## src/rtl/vedic_mult_seq_ctrl.sv

```systemverilog
// 8x8 unsigned sequential multiplier built from one shared 4x4 Vedic core.
// The four nibble partial products are formed one per cycle and summed into
// a 16-bit accumulator, which is presented on a valid/ready output port.

// 2x2 Urdhva-Tiryakbhyam block.
module vedic_mult_2bit (
    input  logic [1:0] a,
    input  logic [1:0] b,
    output logic [3:0] out
);
    logic cross_c;

    // Vertical and crosswise products with the crosswise carry.
    always_comb begin
        cross_c = (a[1] & b[0]) & (a[0] & b[1]);
        out[0]  = a[0] & b[0];
        out[1]  = (a[1] & b[0]) ^ (a[0] & b[1]);
        out[2]  = (a[1] & b[1]) ^ cross_c;
        out[3]  = (a[1] & b[1]) & cross_c;
    end
endmodule

// 4x4 Vedic core assembled from four 2x2 blocks.
module vedic_mult_4bit (
    input  logic [3:0] a,
    input  logic [3:0] b,
    output logic [7:0] out
);
    logic [3:0] p_ll, p_hl, p_lh, p_hh;

    vedic_mult_2bit u_ll (.a(a[1:0]), .b(b[1:0]), .out(p_ll));
    vedic_mult_2bit u_hl (.a(a[3:2]), .b(b[1:0]), .out(p_hl));
    vedic_mult_2bit u_lh (.a(a[1:0]), .b(b[3:2]), .out(p_lh));
    vedic_mult_2bit u_hh (.a(a[3:2]), .b(b[3:2]), .out(p_hh));

    // Sum the shifted 2x2 products; the total never exceeds 8 bits.
    always_comb begin
        out = {4'd0, p_ll}
            + {2'd0, p_hl, 2'd0}
            + {2'd0, p_lh, 2'd0}
            + {p_hh, 4'd0};
    end
endmodule

// state | meaning
// IDLE  | waiting for operands, in_ready high
// MUL   | accumulating partial product for step 0..3
// DONE  | result held with out_valid high until out_ready
module vedic_mult_seq_ctrl (
    input  logic        clk,
    input  logic        rst,
    input  logic        in_valid,
    output logic        in_ready,
    input  logic [7:0]  a,
    input  logic [7:0]  b,
    output logic        out_valid,
    input  logic        out_ready,
    output logic [15:0] result,
    output logic        busy
);
    typedef enum logic [1:0] {IDLE, MUL, DONE} state_t;

    state_t      state;
    logic [1:0]  step;
    logic [7:0]  ra, rb;
    logic [15:0] acc;
    logic [3:0]  core_a, core_b;
    logic [7:0]  core_out;
    logic [15:0] pp_shifted;

    vedic_mult_4bit u_core (.a(core_a), .b(core_b), .out(core_out));

    // Select the operand nibbles and result alignment for the current step.
    always_comb begin
        core_a     = ra[3:0];
        core_b     = rb[3:0];
        pp_shifted = {8'd0, core_out};
        case (step)
            2'd0: begin
                core_a     = ra[3:0];
                core_b     = rb[3:0];
                pp_shifted = {8'd0, core_out};
            end
            2'd1: begin
                core_a     = ra[3:0];
                core_b     = rb[7:4];
                pp_shifted = {4'd0, core_out, 4'd0};
            end
            2'd2: begin
                core_a     = ra[7:4];
                core_b     = rb[3:0];
                pp_shifted = {4'd0, core_out, 4'd0};
            end
            default: begin
                core_a     = ra[7:4];
                core_b     = rb[7:4];
                pp_shifted = {core_out, 8'd0};
            end
        endcase
    end

    // Ready is held low while reset is asserted so nothing is accepted then.
    assign in_ready = (state == IDLE) && !rst;
    assign result   = acc;

    // Sequencer: accept, four accumulate steps, then hold the result.
    always_ff @(posedge clk) begin
        if (rst) begin
            state     <= IDLE;
            step      <= 2'd0;
            ra        <= 8'd0;
            rb        <= 8'd0;
            acc       <= 16'd0;
            out_valid <= 1'b0;
            busy      <= 1'b0;
        end else begin
            case (state)
                IDLE: begin
                    if (in_valid) begin
                        ra    <= a;
                        rb    <= b;
                        acc   <= 16'd0;
                        step  <= 2'd0;
                        busy  <= 1'b1;
                        state <= MUL;
                    end
                end
                MUL: begin
                    acc  <= acc + pp_shifted;
                    step <= step + 2'd1;
                    if (step == 2'd3) begin
                        out_valid <= 1'b1;
                        state     <= DONE;
                    end
                end
                DONE: begin
                    if (out_ready) begin
                        out_valid <= 1'b0;
                        busy      <= 1'b0;
                        state     <= IDLE;
                    end
                end
                default: begin
                    out_valid <= 1'b0;
                    busy      <= 1'b0;
                    state     <= IDLE;
                end
            endcase
        end
    end
endmodule
```

## config.mk

```make
export PLATFORM = sky130hd
export DESIGN_NAME = vedic_mult_seq_ctrl
export DESIGN_NICKNAME = d
export VERILOG_FILES = /design/src/rtl/vedic_mult_seq_ctrl.sv
export SDC_FILE = /design/constraint.sdc
export NUM_CORES = 1
export LEC_CHECK = 0
export CAP_MARGIN = 20
export CELL_PAD_IN_SITES_DETAIL_PLACEMENT = 0
export CELL_PAD_IN_SITES_GLOBAL_PLACEMENT = 1
export CORE_MARGIN = 2
export CORE_UTILIZATION = 37
export DETAILED_ROUTE_END_ITERATION = 7
export PLACE_DENSITY_LB_ADDON = 0.1
export SETUP_SLACK_MARGIN = 0.15
export SYNTH_ARGS = -nofsm -noshare
export SYNTH_HDL_FRONTEND = slang
export SYNTH_SLANG_ARGS = --single-unit
```

## constraint.sdc

```tcl
create_clock -name clk -period 6.1 [get_ports clk]
set_clock_uncertainty 0.2 [all_clocks]
set_input_delay 0.61 -clock clk [delete_from_list [all_inputs] [get_ports clk]]
set_output_delay 0.61 -clock clk [all_outputs]
set_load 0.005 [all_outputs]
```

==> impl_metrics.env <==
export IMPL_worstSetupEndpointType="register"
export IMPL_arrival_ps=5780
export IMPL_grt_pass1_vias=2472
export IMPL_tritoncts="done"
export IMPL_cts_sinks=38
export IMPL_maxCapViolations=0
export IMPL_die_area_um2=8820
export IMPL_fmax_ghz=0.173
export IMPL_crit_fanout=4
export IMPL_crit_top_cell="a21o_1"
export IMPL_total_leakage_power_nw=1.58
export IMPL_slew_headroom_pct=52.9
export IMPL_cts_buffers_inserted=5
export IMPL_syn_nets=440
export IMPL_antenna_found_initial=0
export IMPL_crit_path_start_kind="register"
export IMPL_synth_async_reset_ratio_pct=0
export IMPL_h_tree_depth=2
export IMPL_setup_violations=0
export IMPL_ys_warn_count=0
export IMPL_synth_edf_count=0
export IMPL_gpl_final_weighted_congestion=0.802
export IMPL_core_um2=7770
export IMPL_synth_cell_type_count=50
export IMPL_path_class="reg -> reg"
export IMPL_cellPowerDensity_nw_per_um2=163
export IMPL_min_period_ps=5770
export IMPL_cts_buffer_depth=2
export IMPL_multi_input_area_um2=2290
export IMPL_rows=32
export IMPL_drtPass1Iterations=4
export IMPL_wirelength_um=7430
export IMPL_synth_avg_cell_area_um2=7.87
export IMPL_drive_gt1_share_pct=18.5
export IMPL_status="finished clean"
export IMPL_min_from="rb[3]$_SDFFE_PP0P_"
export IMPL_worst_slew_pin_slew_ps=706
export IMPL_post_route_util_pct=50.6
export IMPL_crit_slowest_cell="fa_1"
export IMPL_cp_top_family="adder cells"
export IMPL_rsz0062_at_grt="false"
export IMPL_reg2reg_slack_ps=330
export IMPL_cpPeakStageDelay_ps=490
export IMPL_ir_drop_mv=0.136
export IMPL_whs_path_depth=2
export IMPL_overflow=0
export IMPL_drc_errors=0
export IMPL_ys_ff_latch=38
export IMPL_slew_viol_final=0
export IMPL_clk_pin_slew_ps=90
export IMPL_drtAntennaViolNets=0
export IMPL_finalCritPeriodShare_pct=94.5
export IMPL_grt_max_degree=25
export IMPL_r2r_end="result[14]$_SDFFE_PP0P_"
export IMPL_via_per_inst=5.03
export IMPL_rr_startpoint="step[1]$_SDFFE_PP0P_"
export IMPL_hp_class="reg -> reg"
export IMPL_cts_root_buffer="clkbuf_8"
export IMPL_grt_pass1_wl_um=12200
export IMPL_post_drt_wl_per_cell_um=14.0
export IMPL_syn_area_um2=2990
export IMPL_n_antenna_cell=0
export IMPL_drt_iter0_drc=131
export IMPL_pin_count=39
export IMPL_grt_usage_pct=17.2
export IMPL_synthCells=380
export IMPL_clk_latency_ps=290
export IMPL_layout_nets=486
export IMPL_yosysSeqAreaShare_pct=25.4
export IMPL_final_cell_mix="69 x nand2_1, 38 x a21oi_1, 38 x clkdlybuf4s50_1, 36 x dfxtp_1, 30 x nor2_1"
export IMPL_final_setup_tns_ps=0
export IMPL_die_y_um=93.9
export IMPL_vias=2663
export IMPL_cp_depth=26
export IMPL_report_power_total_mw=0.641
export IMPL_crit_buf_inv=3
export IMPL_cp_data_required_time_ps=6120
export IMPL_area_growth_pct=31.3
export IMPL_fillers=779
export IMPL_reg2reg_depth=26
export IMPL_die_width_um=93.9
export IMPL_finalHoldViolCount=0
export IMPL_ys_flop_type="dfxtp_1"
export IMPL_synth_top_cell_area_share_pct=25.4
export IMPL_holdPathEnd="rb[3]$_SDFFE_PP0P_"
export IMPL_mostFrequentLayoutCell="nand2_1"
export IMPL_design_area_um2=3930
export IMPL_dp_hpwl_um=5580
export IMPL_start_util_pct=38.5
export IMPL_placed_area_um2=3530
export IMPL_yosys_area_top_type="dfxtp_1"
export IMPL_numPortBuffers=38
export IMPL_ys_top_cells_by_area="dfxtp_1 25%, ha_1 14%, nand2_1 8.7%, a21oi_1 6.9%, fa_1 4.0%"
export IMPL_regArea_um2=766
[worst register-to-register path: cells and delay by family, from the launching register on]
| kind | cells | cell delay, ps |
|---|---|---|
| XOR/XNOR | 2 | 410 |
| multiplexers | 1 | 290 |
| flip-flops | 1 | 360 |
| buffers and inverters | 3 | 150 |
| adder cells (fa/ha/maj) | 8 | 2240 |
| AO/OA/AOI/OAI | 9 | 1660 |
| AND/OR/NAND/NOR | 3 | 400 |
[synth_stat cells (3+ instances only)]
cell type / count
nor2_1: 32
o21ai_0: 10
o21a_1: 5
nand3_1: 11
ha_1: 34
a22oi_1: 4
inv_1: 20
nor2b_1: 3
nor3_1: 6
fa_1: 6
nand4_1: 5
dfxtp_1: 38
a21oi_1: 41
a21o_1: 8
o21ai_1: 3
nand2_1: 69
nand2b_1: 3
xnor2_1: 6
or2_2: 3
xor2_1: 9
mux2i_1: 10
clkbuf_1: 14
and2_1: 7
[worst max path at each step]
| stage | start | to |
|---|---|---|
| after floorplan | step[0]$_SDFFE_PP0P_ | result[14]$_SDFFE_PP0P_ |
| after global placement | step[0]$_SDFFE_PP0P_ | result[15]$_SDFFE_PP0P_ |
| after detailed placement | step[0]$_SDFFE_PP0P_ | result[14]$_SDFFE_PP0P_ |
| after CTS | step[1]$_SDFFE_PP0P_ | result[14]$_SDFFE_PP0P_ |
| after global routing | step[1]$_SDFFE_PP0P_ | result[14]$_SDFFE_PP0P_ |
| final | step[1]$_SDFFE_PP0P_ | result[14]$_SDFFE_PP0P_ |
[per-layer routing]
| layer | track usage [%] | vias up | share of wire (%) |
|---|---|---|---|
| met4 | 2.90 | 0 | 0.48 |
| met3 | 2.81 | 2 | 2.8 |
| li1 | - | 1392 | - |
| met2 | 26.7 | 33 | 45 |
| met5 | 0 | - | 0 |
| met1 | 25.5 | 1236 | 52 |
[cell families (layout without fill, tap and decap cells)]
logic type / Yosys count / after routing / share of synthesized area (%)
and+or+nand+nor: 145 / 145 / 21.5
AOI/OAI and AO/OA: 92 / 92 / 21.2
adders and majority gates: 40 / 40 / 18.2
buffers and inverters: 39 / 86 / 5.35
DFF: 38 / 38 / 25.4
xor gates and xnor gates: 16 / 16 / 4.94
muxes: 10 / 10 / 3.35
[repair_timing]
action,in CTS,in global routing
pin swaps,5,22
endpoints found under the setup margin,6,8
endpoints found under the hold margin,0,0
hold buffers,0,0
resized for setup,13,26
setup buffers,4,5
[report_power, final]
group,leakage (nW),switching [mW],internal [mW]
clock,0.0683,0.103,0.164
sequential,0.311,0.00850,0.257
combinational,1.20,0.0561,0.0524
[state kept, by name, summed over array words and instances (netlist names)]
name	count
ra	8
busy	1
step	2
state	2
rb	8
out_valid	1
result	16
[cell type report]
type | count | share of cell area (%)
multi-input cells | 303 | 58.2
flip-flops and latches | 38 | 19.5
repair buffers | 58 | 13.6
well taps | 102 | 3.25
inverters | 20 | 1.97
clock buffers | 5 | 1.75
clock inverters | 3 | 1.75
[per-stage QoR]
stage / std cells / setup slack, ps / hold slack, ps
after global placement: 511 / 101 / 243
after CTS: 524 / 143 / 259
after global routing: 529 / 83.1 / 283
after floorplan: 380 / 217 / 236
final: 529 / 334 / 257
after detailed placement: 512 / -97.2 / 247
Note: power is estimated with default switching activity, not from simulation.
